`config.mk`:
```
export PLATFORM = sky130hd
export DESIGN_NAME = inv_quan_pipe
export DESIGN_NICKNAME = d
export VERILOG_FILES = /design/src/rtl/inv_quan_pipe.sv
export SDC_FILE = /design/constraint.sdc
export NUM_CORES = 1
export LEC_CHECK = 0
export ABC_AREA = 1
export CORE_ASPECT_RATIO = 1.75
export CORE_UTILIZATION = 62
export CTS_CLUSTER_SIZE = 8
export DETAILED_ROUTE_END_ITERATION = 8
export MAX_ROUTING_LAYER = met4
export PLACE_DENSITY = 0.86
export SYNTH_ARGS = -nofsm -noshare
export SYNTH_HDL_FRONTEND = slang
export SYNTH_SLANG_ARGS = --single-unit
```
`constraint.sdc`:
```
create_clock -name clk -period 3.54 [get_ports clk]
set_input_delay 0.885 -clock clk [delete_from_list [all_inputs] [get_ports clk]]
set_output_delay 0.885 -clock clk [all_outputs]
set_load 0.1 [all_outputs]
```
`src/rtl/inv_quan_pipe.sv`:
```
// Three-stage elastic inverse quantizer: codeword table lookup, log-domain
// scale-factor add, then antilog into the registered DQ output.
module inv_quan_pipe (
  input  logic        clk,
  input  logic        reset,
  input  logic        in_valid,
  output logic        in_ready,
  input  logic [4:0]  I,
  input  logic [12:0] Y,
  input  logic [1:0]  RATE,
  output logic        out_valid,
  input  logic        out_ready,
  output logic [15:0] DQ
);

  // Returns {DQS, DQLN}; the index folds the magnitude bits of negative codewords.
  function automatic logic [12:0] lookup(input logic [1:0] rate, input logic [4:0] code);
    logic [3:0]  idx4;
    logic [2:0]  idx3;
    logic [1:0]  idx2;
    logic        idx1;
    logic [11:0] dqln;
    logic        dqs;
    idx4 = code[4] ? ~code[3:0] : code[3:0];
    idx3 = code[3] ? ~code[2:0] : code[2:0];
    idx2 = code[2] ? ~code[1:0] : code[1:0];
    idx1 = code[1] ? ~code[0]   : code[0];
    dqln = 12'd0;
    dqs  = 1'b0;
    case (rate)
      2'd0: begin
        dqs = code[4];
        case (idx4)
          4'd0:  dqln = 12'd2048;
          4'd1:  dqln = 12'd4030;
          4'd2:  dqln = 12'd28;
          4'd3:  dqln = 12'd104;
          4'd4:  dqln = 12'd169;
          4'd5:  dqln = 12'd224;
          4'd6:  dqln = 12'd274;
          4'd7:  dqln = 12'd318;
          4'd8:  dqln = 12'd358;
          4'd9:  dqln = 12'd395;
          4'd10: dqln = 12'd429;
          4'd11: dqln = 12'd459;
          4'd12: dqln = 12'd488;
          4'd13: dqln = 12'd514;
          4'd14: dqln = 12'd539;
          default: dqln = 12'd566;
        endcase
      end
      2'd1: begin
        dqs = code[3];
        case (idx3)
          3'd0: dqln = 12'd2048;
          3'd1: dqln = 12'd4;
          3'd2: dqln = 12'd135;
          3'd3: dqln = 12'd213;
          3'd4: dqln = 12'd273;
          3'd5: dqln = 12'd323;
          3'd6: dqln = 12'd373;
          default: dqln = 12'd425;
        endcase
      end
      2'd2: begin
        dqs = code[2];
        case (idx2)
          2'd0: dqln = 12'd2048;
          2'd1: dqln = 12'd135;
          2'd2: dqln = 12'd273;
          default: dqln = 12'd373;
        endcase
      end
      default: begin
        dqs  = code[1];
        dqln = idx1 ? 12'd365 : 12'd116;
      end
    endcase
    lookup = {dqs, dqln};
  endfunction

  // Shifting {DQT,8'b0} right by 15-DEX equals (DQT<<7)>>(14-DEX) and stays defined at DEX=15.
  function automatic logic [14:0] antilog(input logic [11:0] dql);
    logic [7:0]  dqt;
    logic [15:0] wide;
    dqt  = {1'b1, dql[6:0]};
    wide = {dqt, 8'b0} >> (4'd15 - dql[10:7]);
    if (dql[11]) antilog = 15'd0;
    else         antilog = wide[14:0];
  endfunction

  logic        s1_vld_q, s1_vld_d, s1_dqs_q, s1_dqs_d;
  logic [11:0] s1_dqln_q, s1_dqln_d;
  logic [10:0] s1_y_q, s1_y_d;
  logic        s2_vld_q, s2_vld_d, s2_dqs_q, s2_dqs_d;
  logic [11:0] s2_dql_q, s2_dql_d;
  logic        s3_vld_q, s3_vld_d;
  logic [15:0] dq_q, dq_d;
  logic        s1_rdy_s, s2_rdy_s, s3_rdy_s;
  logic        unused_y_s;

  assign unused_y_s = ^Y[1:0];

  assign s3_rdy_s  = ~s3_vld_q | out_ready;
  assign s2_rdy_s  = ~s2_vld_q | s3_rdy_s;
  assign s1_rdy_s  = ~s1_vld_q | s2_rdy_s;
  assign in_ready  = s1_rdy_s;
  assign out_valid = s3_vld_q;
  assign DQ        = dq_q;

  // Next-state for every stage: a stage reloads only when it can hand off or is empty.
  always_comb begin
    s1_vld_d  = s1_vld_q;
    s1_dqs_d  = s1_dqs_q;
    s1_dqln_d = s1_dqln_q;
    s1_y_d    = s1_y_q;
    s2_vld_d  = s2_vld_q;
    s2_dqs_d  = s2_dqs_q;
    s2_dql_d  = s2_dql_q;
    s3_vld_d  = s3_vld_q;
    dq_d      = dq_q;
    if (s1_rdy_s) begin
      s1_vld_d = in_valid;
      if (in_valid) begin
        {s1_dqs_d, s1_dqln_d} = lookup(RATE, I);
        s1_y_d = Y[12:2];
      end else begin
        s1_y_d = s1_y_q;
      end
    end else begin
      s1_vld_d = s1_vld_q;
    end
    if (s2_rdy_s) begin
      s2_vld_d = s1_vld_q;
      if (s1_vld_q) begin
        s2_dqs_d = s1_dqs_q;
        s2_dql_d = s1_dqln_q + {1'b0, s1_y_q};
      end else begin
        s2_dql_d = s2_dql_q;
      end
    end else begin
      s2_vld_d = s2_vld_q;
    end
    if (s3_rdy_s) begin
      s3_vld_d = s2_vld_q;
      if (s2_vld_q) dq_d = {s2_dqs_q, antilog(s2_dql_q)};
      else          dq_d = dq_q;
    end else begin
      s3_vld_d = s3_vld_q;
    end
  end

  // Pipeline registers; reset empties every stage and clears DQ.
  always_ff @(posedge clk or posedge reset) begin
    if (reset) begin
      s1_vld_q  <= 1'b0;
      s1_dqs_q  <= 1'b0;
      s1_dqln_q <= 12'd0;
      s1_y_q    <= 11'd0;
      s2_vld_q  <= 1'b0;
      s2_dqs_q  <= 1'b0;
      s2_dql_q  <= 12'd0;
      s3_vld_q  <= 1'b0;
      dq_q      <= 16'h0000;
    end else begin
      s1_vld_q  <= s1_vld_d;
      s1_dqs_q  <= s1_dqs_d;
      s1_dqln_q <= s1_dqln_d;
      s1_y_q    <= s1_y_d;
      s2_vld_q  <= s2_vld_d;
      s2_dqs_q  <= s2_dqs_d;
      s2_dql_q  <= s2_dql_d;
      s3_vld_q  <= s3_vld_d;
      dq_q      <= dq_d;
    end
  end

endmodule

```
==> results.py, run 1 <==
metrics = {
    "route": {
        "remaining_drc_errors": 0,
        "ant_nets": 0,
        "firstDrtPassIters": 5,
        "wire_per_inst_um": 13.93,
        "viasPerCell": 5.442,
        "wirelength_mm": 9.457,
        "via_count": 3695,
        "drt_iter0_markers": 177,
    },
    "clock_tree": {
        "postCtsSetupBuffers": 0,
        "clk_path_buf_depth": 2,
        "cts_hold_buffers": 0,
        "cts_resized": 0,
        "insertion_delay_ns": 0.32,
        "cts_htree_levels": 2,
        "cts_buffers": 5,
        "clock_sinks": 56,
        "clk_pin_slew_worst_paths_ns": 0.10,
        "root_buffer": "clkbuf_8",
        "cts_tree": "done",
    },
    "synth": {
        "syn_nets": 602,
        "netlist_area_um2": 3951,
        "ys_warn_count": 0,
        "ys_types": 37,
        "ys.flop_type": "dfrtp_1",
        "seq_area_frac_synth_pct": 35.47,
        "yosys-top-cells-area": "dfrtp_1, nand2_1, nand3_1",
        "synth_edf_count": 0,
        "yosys.area.top_type": "dfrtp_1",
        "async_flop_share_pct": 100.0,
        "yosysTopAreaCellShare_pct": 35.47,
        "ys_seq_elements": 56,
        "avgSynthCellArea_um2": 7.031,
        "synth_cells": 562,
    },
    "sta": {
        "finClkSkew_ns": 0.008888,
        "slew_headroom_pct": 56.00,
        "setup-tns-final_ns": 0,
        "finalSetupViolations": 0,
        "fin_crit_ns": 2.773,
        "hold_violations": 0,
        "rsz0062_at_grt": "no",
        "fin_crit_sh_pct": 78.33,
        "finalMaxSlewViolations": 0,
        "worst_slew_pin_slew_ns": 0.6575,
        "setup_ws_ns": 0.7672,
        "max_freq_mhz": 360.6,
    },
    "pwr": {
        "switching_share_pct": 52.21,
        "p_comb_share_pct": 55.2,
        "power_density_nw_per_um2": 717.6,
        "vdd_drop_max_mv": 0.4384,
        "internal-power_mw": 1.524,
        "p_clk_share_pct": 13.2,
        "seqPwrFrac_pct": 31.6,
        "power_switching_mw": 1.665,
        "p_leak_nw": 2.370,
    },
    "global_routing": {
        "grt_antenna_before_repair": 0,
        "grt_pass1_vias": 3711,
        "grt_max_degree": 32,
        "grt.total_usage_pct": 31.51,
        "grt_overflow": 0,
        "grt_pass1_wl_mm": 15.81,
    },
    "critical_path": {
        "worst_setup_path_start_kind": "primary input",
        "crit_path_max_incr_delay_ns": 0.40,
        "end_kind": "primary output",
        "worstPathArrival_ns": 1.89,
        "cpMostUsedCell": "nand2_2",
        "required_ns": 2.65,
        "rrSetupSlack_ns": 1.63,
        "crit_fanout": 4,
        "critPathSlowestCell": "clkdlybuf4s50_1",
        "crit_chain": "clkdlybuf4s50_1, inv_1, nand2_2, nor2_2, nand2_2, buf_12",
        "crit_type": "in -> out",
    },
    "layout": {
        "synthToLayoutAreaGrowth_pct": 12.48,
        "final_layout_size_suffix_gt1_share_pct": 10.68,
        "final_common_cell": "nand2_1",
        "final_cell_mix": "nand2_1, dfrtp_1, nand3_1",
        "n_antenna_cell": 0,
        "layout.nets": 638,
    },
    "floorplanning": {
        "core_region_area_um2": 6181,
        "die_h_um": 107.6,
        "row_count": 38,
        "dieWidth_um": 62.35,
        "io_pins": 42,
        "dieArea_um2": 6709,
        "start_util_pct": 63.93,
    },
    "placement": {
        "routabilityCongestion": 0.9303,
        "port_buffers": 39,
        "dp_hpwl_mm": 7.460,
        "dp_slack_ns": 0.4945,
    },
    "run": {
        "drv_cap": 0,
    },
    "min_path": {
        "worst_hold_path_type": "reg -> reg",
    },
    "run_status": {
        "run_status": "complete, no violations",
    },
}
cell usage after synthesis (5+ instances only):
| cell | instances |
|---|---|
| a21oi_1 | 13 |
| buf_2 | 6 |
| buf_4 | 5 |
| dfrtp_1 | 56 |
| ha_1 | 15 |
| inv_1 | 49 |
| inv_2 | 6 |
| nand2_1 | 223 |
| nand2_2 | 8 |
| nand3_1 | 52 |
| nand4_1 | 7 |
| nor2_1 | 36 |
| o211ai_1 | 5 |
| o21ai_0 | 26 |
| o21ai_1 | 9 |
| xnor2_1 | 8 |
| xor2_1 | 5 |
power by group through the flow:
stage / logic (mW) / registers [mW] / clock network [mW]
after floorplan: 0.912 / 1.46 / 0
after global placement: 1.71 / 1.01 / 0
after detailed placement: 1.75 / 1.02 / 0
final: 1.76 / 1.01 / 0.419
after global routing: 1.92 / 1.03 / 0.446
after CTS: 1.75 / 1.00 / 0.431
layout make-up:
cell class	instances	area, um2
sequential	56	1401
inverter	55	206.4
tap	80	100.1
clock buffer	6	72.57
fill	544	1737
clock inverter	2	35.03
multi-input combinational	435	2226
timing repair buffer	45	402.9
sequential cells by signal, summed over array words and instances, names as in the netlist:
name / flops
s1_y_q: 11
s2_dqs_q: 1
DQ: 16
s2_vld_q: 1
out_valid: 1
s1_vld_q: 1
s1_dqln_q: 12
s1_dqs_q: 1
s2_dql_q: 12
worst max-delay path: cells and delay by family:
kind	cells	cell delay, ns
buffers and inverters	3	0.65
AND/OR/NAND/NOR	3	0.35
stage by stage:
| stage | cells | area (um2) | hold WS, ns | utilization [%] | power (mW) |
|---|---|---|---|---|---|
| global route | 679 | 4444 | 0.5118 | 71.90 | 3.402 |
| finish | 679 | 4444 | 0.4878 | 71.90 | 3.189 |
| CTS | 679 | 4444 | 0.4923 | 71.90 | 3.189 |
| detailed placement | 671 | 4337 | 0.4665 | 70.16 | 2.764 |
| global placement | 671 | 4337 | 0.4629 | 70.16 | 2.714 |
| floorplan | 562 | 3951 | 0.4492 | - | 2.375 |
per-layer routing:
layer | up-vias | part of all wire [%] | GRT usage, %
li1 | 1847 | - | -
met1 | 1692 | 34 | 26.74
met2 | 108 | 56 | 60.91
met3 | 48 | 2.6 | 3.390
met4 | 0 | 6.8 | 24.92
met5 | - | 0 | -
cells by family (layout without fill, tap and decap cells):
logic type      count (synthesis)  count (layout)  share of synthesized area [%]
simple gates                  338             338                          36.19
buf+inv                        71             108                          8.202
compound gates                 61              61                          8.676
flops                          56              56                          35.47
xor+xnor                       19              19                          5.922
fa+ha+maj                      16              16                          5.257
mux                             1               1                         0.2850
path summary, 6_finish.rpt:
path                          endpoint    startpoint  depth (start not counted)
min in group asynchronous  s2_dql_q[3]         reset                          2
max                           in_ready     out_ready                          6
max reg2reg                s2_dql_q[8]  s1_dqln_q[0]                          9
max in group asynchronous    s1_y_q[9]         reset                          3
min reg2reg                     DQ[10]        DQ[10]                          2
min                             DQ[10]        DQ[10]                          2
Power figures use the tool's default switching activity.
==> inputs of run 2 (changes only) <==
--- a/config.mk
+++ b/config.mk
@@ -7,11 +7,11 @@
 export LEC_CHECK = 0
 export ABC_AREA = 1
 export CORE_ASPECT_RATIO = 1.75
-export CORE_UTILIZATION = 62
+export CORE_UTILIZATION = 57
 export CTS_CLUSTER_SIZE = 8
 export DETAILED_ROUTE_END_ITERATION = 8
 export MAX_ROUTING_LAYER = met4
-export PLACE_DENSITY = 0.86
+export PLACE_DENSITY = 0.8
 export SYNTH_ARGS = -nofsm -noshare
 export SYNTH_HDL_FRONTEND = slang
 export SYNTH_SLANG_ARGS = --single-unit
==> constraint.sdc (replaced) <==
create_clock -name clk -period 2.73 [get_ports clk]
set_input_delay 0.6825 -clock clk [delete_from_list [all_inputs] [get_ports clk]]
set_output_delay 0.6825 -clock clk [all_outputs]
set_load 0.1 [all_outputs]
==> run 2 against run 1 <==
  * Die area rose by 8.6%
  * Sequential share of layout area fell by 1.0 points
  * Utilization fell by 2.6 points
  * Flip-flop and latch count did not move
  * Register-to-register slack got worse by 0.74 ns
  * Critical path depth did not move
  * Cell count rose by 1.3%
  * Clock-buffer cell count fell by 1
  * Non-clock buffer count rose by 8
==> results.py, run 2 (same netlist as run 1, synthesis figures left out) <==
metrics = {
    "run_status": {
        "run_status": "complete, no violations",
    },
    "clock_tree": {
        "clock_sinks": 56,
        "postCtsSetupBuffers": 0,
        "cts_hold_buffers": 0,
        "cts_htree_levels": 2,
        "cts_resized": 0,
        "root_buffer": "clkbuf_16",
        "clk_pin_slew_worst_paths_ns": 0.07,
        "clk_path_buf_depth": 2,
        "insertion_delay_ns": 0.30,
        "cts_tree": "done",
        "cts_buffers": 5,
    },
    "pwr": {
        "power_switching_mw": 2.197,
        "p_comb_share_pct": 52.3,
        "vdd_drop_max_mv": 0.3959,
        "p_clk_share_pct": 18.2,
        "seqPwrFrac_pct": 29.5,
        "power_density_nw_per_um2": 966.5,
        "finalPower_mw": 4.443,
        "switching_share_pct": 49.45,
        "p_leak_nw": 2.448,
        "internal-power_mw": 2.246,
    },
    "placement": {
        "port_buffers": 39,
        "place_area_um2": 4412,
        "dp_slack_ns": 0.09943,
        "dp.cells": 681,
        "routabilityCongestion": 0.9500,
        "dp_hpwl_mm": 7.738,
    },
    "floorplanning": {
        "die_h_um": 112.1,
        "row_count": 39,
        "dieArea_um2": 7282,
        "core_region_area_um2": 6636,
        "io_pins": 42,
        "start_util_pct": 59.54,
        "dieWidth_um": 64.94,
    },
    "global_routing": {
        "grt_pass1_vias": 3840,
        "grt_antenna_before_repair": 0,
        "grt_overflow": 0,
        "grt.total_usage_pct": 30.85,
        "grt_max_degree": 42,
        "grt_pass1_wl_mm": 16.57,
    },
    "sta": {
        "setup_ws_ns": 0.3950,
        "finalMaxSlewViolations": 0,
        "slew_headroom_pct": 67.17,
        "max_freq_mhz": 428.3,
        "finClkSkew_ns": 0.008429,
        "setup-tns-final_ns": 0,
        "worst_slew_pin_slew_ns": 0.4897,
        "timing.hold.ws_ns": 0.4863,
        "hold_violations": 0,
        "finalSetupViolations": 0,
        "rsz0062_at_grt": "no",
        "fin_crit_ns": 2.335,
        "fin_crit_sh_pct": 85.53,
    },
    "critical_path": {
        "crit_type": "in -> out",
        "worst_setup_path_start_kind": "primary input",
        "end_kind": "primary output",
        "worstPathArrival_ns": 1.65,
        "crit_fanout": 4,
        "required_ns": 2.05,
    },
    "layout": {
        "stdcell_area_um2": 4597,
        "final_util_pct": 69.27,
        "synthToLayoutAreaGrowth_pct": 16.34,
        "final_cells": 688,
        "final_cell_mix": "nand2_1, dfrtp_1, nand3_1",
        "n_antenna_cell": 0,
        "final_common_cell": "nand2_1",
        "largest_reg_flops": 16,
        "layout.nets": 646,
        "multi_input_area_um2": 2226,
        "fillers": 586,
        "final_layout_size_suffix_gt1_share_pct": 11.88,
        "register_area_um2": 1401,
    },
    "min_path": {
        "worst_hold_path_type": "reg -> reg",
    },
    "route": {
        "ant_nets": 0,
        "drt_iter0_markers": 233,
        "via_count": 3697,
        "viasPerCell": 5.374,
        "wirelength_mm": 9.989,
        "firstDrtPassIters": 4,
        "wire_per_inst_um": 14.52,
        "remaining_drc_errors": 0,
    },
    "run": {
        "drv_cap": 0,
    },
}
## run 2: changes by cell type in the layout (fill, tap and decap cells not counted), sizes merged
cell | previous run | this run
clkbuf | 6 | 5
bufinv | 1 | 2
clkinv | 1 | 0
buf | 24 | 32
## run 2: area by class of cell
class                           count  share of cell area [%]
Multi-Input combinational cell    435                   48.42
Sequential cell                    56                   30.48
Timing Repair Buffer               53                   10.34
Inverter                           55                   4.491
Clock buffer                        5                   2.722
Tap cell                           82                   2.232
Clock inverter                      2                   1.306
## run 2: routing by layer
metal / up-vias / routed length [um] / GRT usage (%)
li1: 1866 / - / -
met1: 1681 / 3300 / 24.87
met2: 110 / 5821 / 60.35
met3: 40 / 224 / 3.049
met4: 0 / 642 / 21.93
met5: - / 0 / -
## run 2: worst paths after layout
path / slack, ns / depth (start not counted) / start / endpoint
worst max-delay path: 0.40 / 6 / out_ready / in_ready
worst min-delay path: 0.49 / 2 / DQ[0] / DQ[0]
worst max register to register: 0.89 / 9 / s1_dqln_q[0] / s2_dql_q[8]
worst min register to register: 0.49 / 2 / DQ[0] / DQ[0]
max in group asynchronous: 1.53 / 3 / reset / DQ[7]
min in group asynchronous: 0.67 / 2 / reset / s2_dql_q[3]
## run 2: power groups by stage
stage          clock (mW)  sequential (mW)  combinational (mW)
2_1_floorplan           0             1.90                1.18
3_3_place_gp            0             1.31                2.25
3_5_place_dp            0             1.32                2.29
4_1_cts             0.811             1.31                2.31
5_1_grt             0.835             1.35                2.54
6_report            0.808             1.31                2.32
## run 2: critical path, stage by stage
cell	delay, ns
clkdlybuf4s50_1	0.40
inv_1	0.06
nand2_2	0.07
nor2_2	0.13
nand2_2	0.12
buf_12	0.19
==> inputs of run 3 (changes only) <==
--- a/config.mk
+++ b/config.mk
@@ -7,9 +7,10 @@
 export LEC_CHECK = 0
 export ABC_AREA = 1
 export CORE_ASPECT_RATIO = 1.75
-export CORE_UTILIZATION = 57
+export CORE_UTILIZATION = 64
 export CTS_CLUSTER_SIZE = 8
 export DETAILED_ROUTE_END_ITERATION = 8
+export DONT_BUFFER_PORTS = 1
 export MAX_ROUTING_LAYER = met4
 export PLACE_DENSITY = 0.8
 export SYNTH_ARGS = -nofsm -noshare
==> run 3 against run 2 <==
  * Highest routed layer unchanged
  * Worst setup slack improved by 0.36 ns
  * Final area is 12% lower
  * Combinational power down 37%
  * Cell count down 7.6%
  * Utilization shrank 0.69 points
  * Register-to-register slack improved by 0.03 ns
  * Global-route usage rose by 3.2 points
  * Fmax rose by 18%
  * Total power fell by 13%
==> results.py, run 3 (same netlist as run 1, synthesis figures left out) <==
metrics = {
    "placement": {
        "dp.cells": 628,
        "dp_hpwl_mm": 7.414,
        "place_area_um2": 3974,
        "port_buffers": 0,
        "routabilityCongestion": 0.9376,
    },
    "global_routing": {
        "grt.total_usage_pct": 34.04,
        "grt_antenna_before_repair": 0,
        "grt_pass1_vias": 3550,
        "grt_max_degree": 39,
        "grt_overflow": 0,
        "grt_pass1_wl_mm": 15.90,
    },
    "layout": {
        "layout.nets": 597,
        "final_cells": 636,
        "stdcell_area_um2": 4064,
        "largest_reg_flops": 16,
        "synthToLayoutAreaGrowth_pct": 2.850,
        "n_antenna_cell": 0,
        "final_cell_mix": "nand2_1, dfrtp_1, nand3_1",
        "final_common_cell": "nand2_1",
        "final_layout_size_suffix_gt1_share_pct": 7.706,
    },
    "route": {
        "drt_iter0_markers": 420,
        "viasPerCell": 5.618,
        "wire_per_inst_um": 14.65,
        "ant_nets": 0,
        "firstDrtPassIters": 6,
        "via_count": 3573,
        "remaining_drc_errors": 0,
        "wirelength_mm": 9.318,
    },
    "critical_path": {
        "reg2reg_to": "s2_dql_q[8]",
        "end_kind": "primary output",
        "worst_setup_path_start_kind": "primary input",
        "crit_fanout": 4,
        "crit_type": "in -> out",
        "rr_startpoint": "s1_dqln_q[0]",
        "reg2reg_depth": 9,
        "rrSetupSlack_ns": 0.92,
        "worstPathArrival_ns": 1.29,
        "required_ns": 2.05,
    },
    "pwr": {
        "p_leak_nw": 2.174,
        "finalPower_mw": 3.883,
        "power_density_nw_per_um2": 955.6,
        "vdd_drop_max_mv": 0.3599,
    },
    "sta": {
        "slew_headroom_pct": 38.64,
        "timing.hold.ws_ns": 0.2248,
        "worst_slew_pin_slew_ns": 0.9204,
        "setup-tns-final_ns": 0,
        "rsz0062_at_grt": "no",
        "fin_crit_sh_pct": 72.37,
        "fin_crit_ns": 1.976,
        "finalMaxSlewViolations": 0,
        "hold_violations": 0,
        "finalSetupViolations": 0,
        "max_freq_mhz": 506.2,
        "finClkSkew_ns": 0.01342,
    },
    "clock_tree": {
        "root_buffer": "clkbuf_8",
        "clk_pin_slew_worst_paths_ns": 0.10,
        "cts_buffers": 5,
        "cts_resized": 0,
        "clock_sinks": 56,
        "insertion_delay_ns": 0.32,
        "postCtsSetupBuffers": 0,
        "cts_htree_levels": 2,
        "clk_path_buf_depth": 2,
        "cts_tree": "done",
        "cts_hold_buffers": 0,
    },
    "floorplanning": {
        "start_util_pct": 66.68,
        "core_region_area_um2": 5926,
        "dieWidth_um": 61.40,
        "io_pins": 42,
        "dieArea_um2": 6504,
        "row_count": 37,
        "die_h_um": 105.9,
    },
    "run": {
        "drv_cap": 0,
    },
    "run_status": {
        "run_status": "complete, no violations",
    },
    "min_path": {
        "worst_hold_path_type": "in -> async",
    },
}
==> run 3: worst max-delay path by stage <==
stage / end / startpoint / slack, ns / cells past startpoint
2_1_floorplan: s1_dqln_q[0] / out_valid / 0.42 / 8
3_3_place_gp: s1_dqln_q[4] / I[4] / 0.73 / 12
3_5_place_dp: s1_dqln_q[4] / I[4] / 0.73 / 12
4_1_cts: in_ready / out_ready / 0.75 / 5
5_1_grt: in_ready / out_valid / 0.71 / 4
6_report: in_ready / out_ready / 0.75 / 5
==> run 3: layer usage <==
metal	wire length (um)	share of wire (%)	track usage [%]
met5	0	0	-
met4	485	5.2	18.57
met3	293	3.1	3.285
met2	5354	57	62.19
met1	3185	34	33.07
==> run 3: area by class of cell <==
class                   count  area, um2
clock buffers               8      90.09
multi-input cells         435       2226
inverters                  55      206.4
repair buffers              4      42.54
fillers                   563       1862
flip-flops and latches     56       1401
well taps                  78      97.59
==> run 3: through the flow <==
stage | worst slack (ns) | utilization (%)
after global routing | 0.7052 | 68.58
after floorplan | 0.4164 | -
after detailed placement | 0.7302 | 67.06
after CTS | 0.7474 | 68.58
after global placement | 0.7316 | 67.06
final | 0.7544 | 68.58
==> run 3: power by group <==
| part | internal, mW | switching (mW) |
|---|---|---|
| Combinational | 0.491 | 0.972 |
| Clock | 0.208 | 0.263 |
| Sequential | 1.06 | 0.890 |
| Total | 1.76 | 2.12 |
==> run 3: critical path, stage by stage <==
cell and delay (ns):
inv_1 0.04, nand2_2 0.07, nor2_2 0.13, nand2_2 0.11, buf_4 0.25
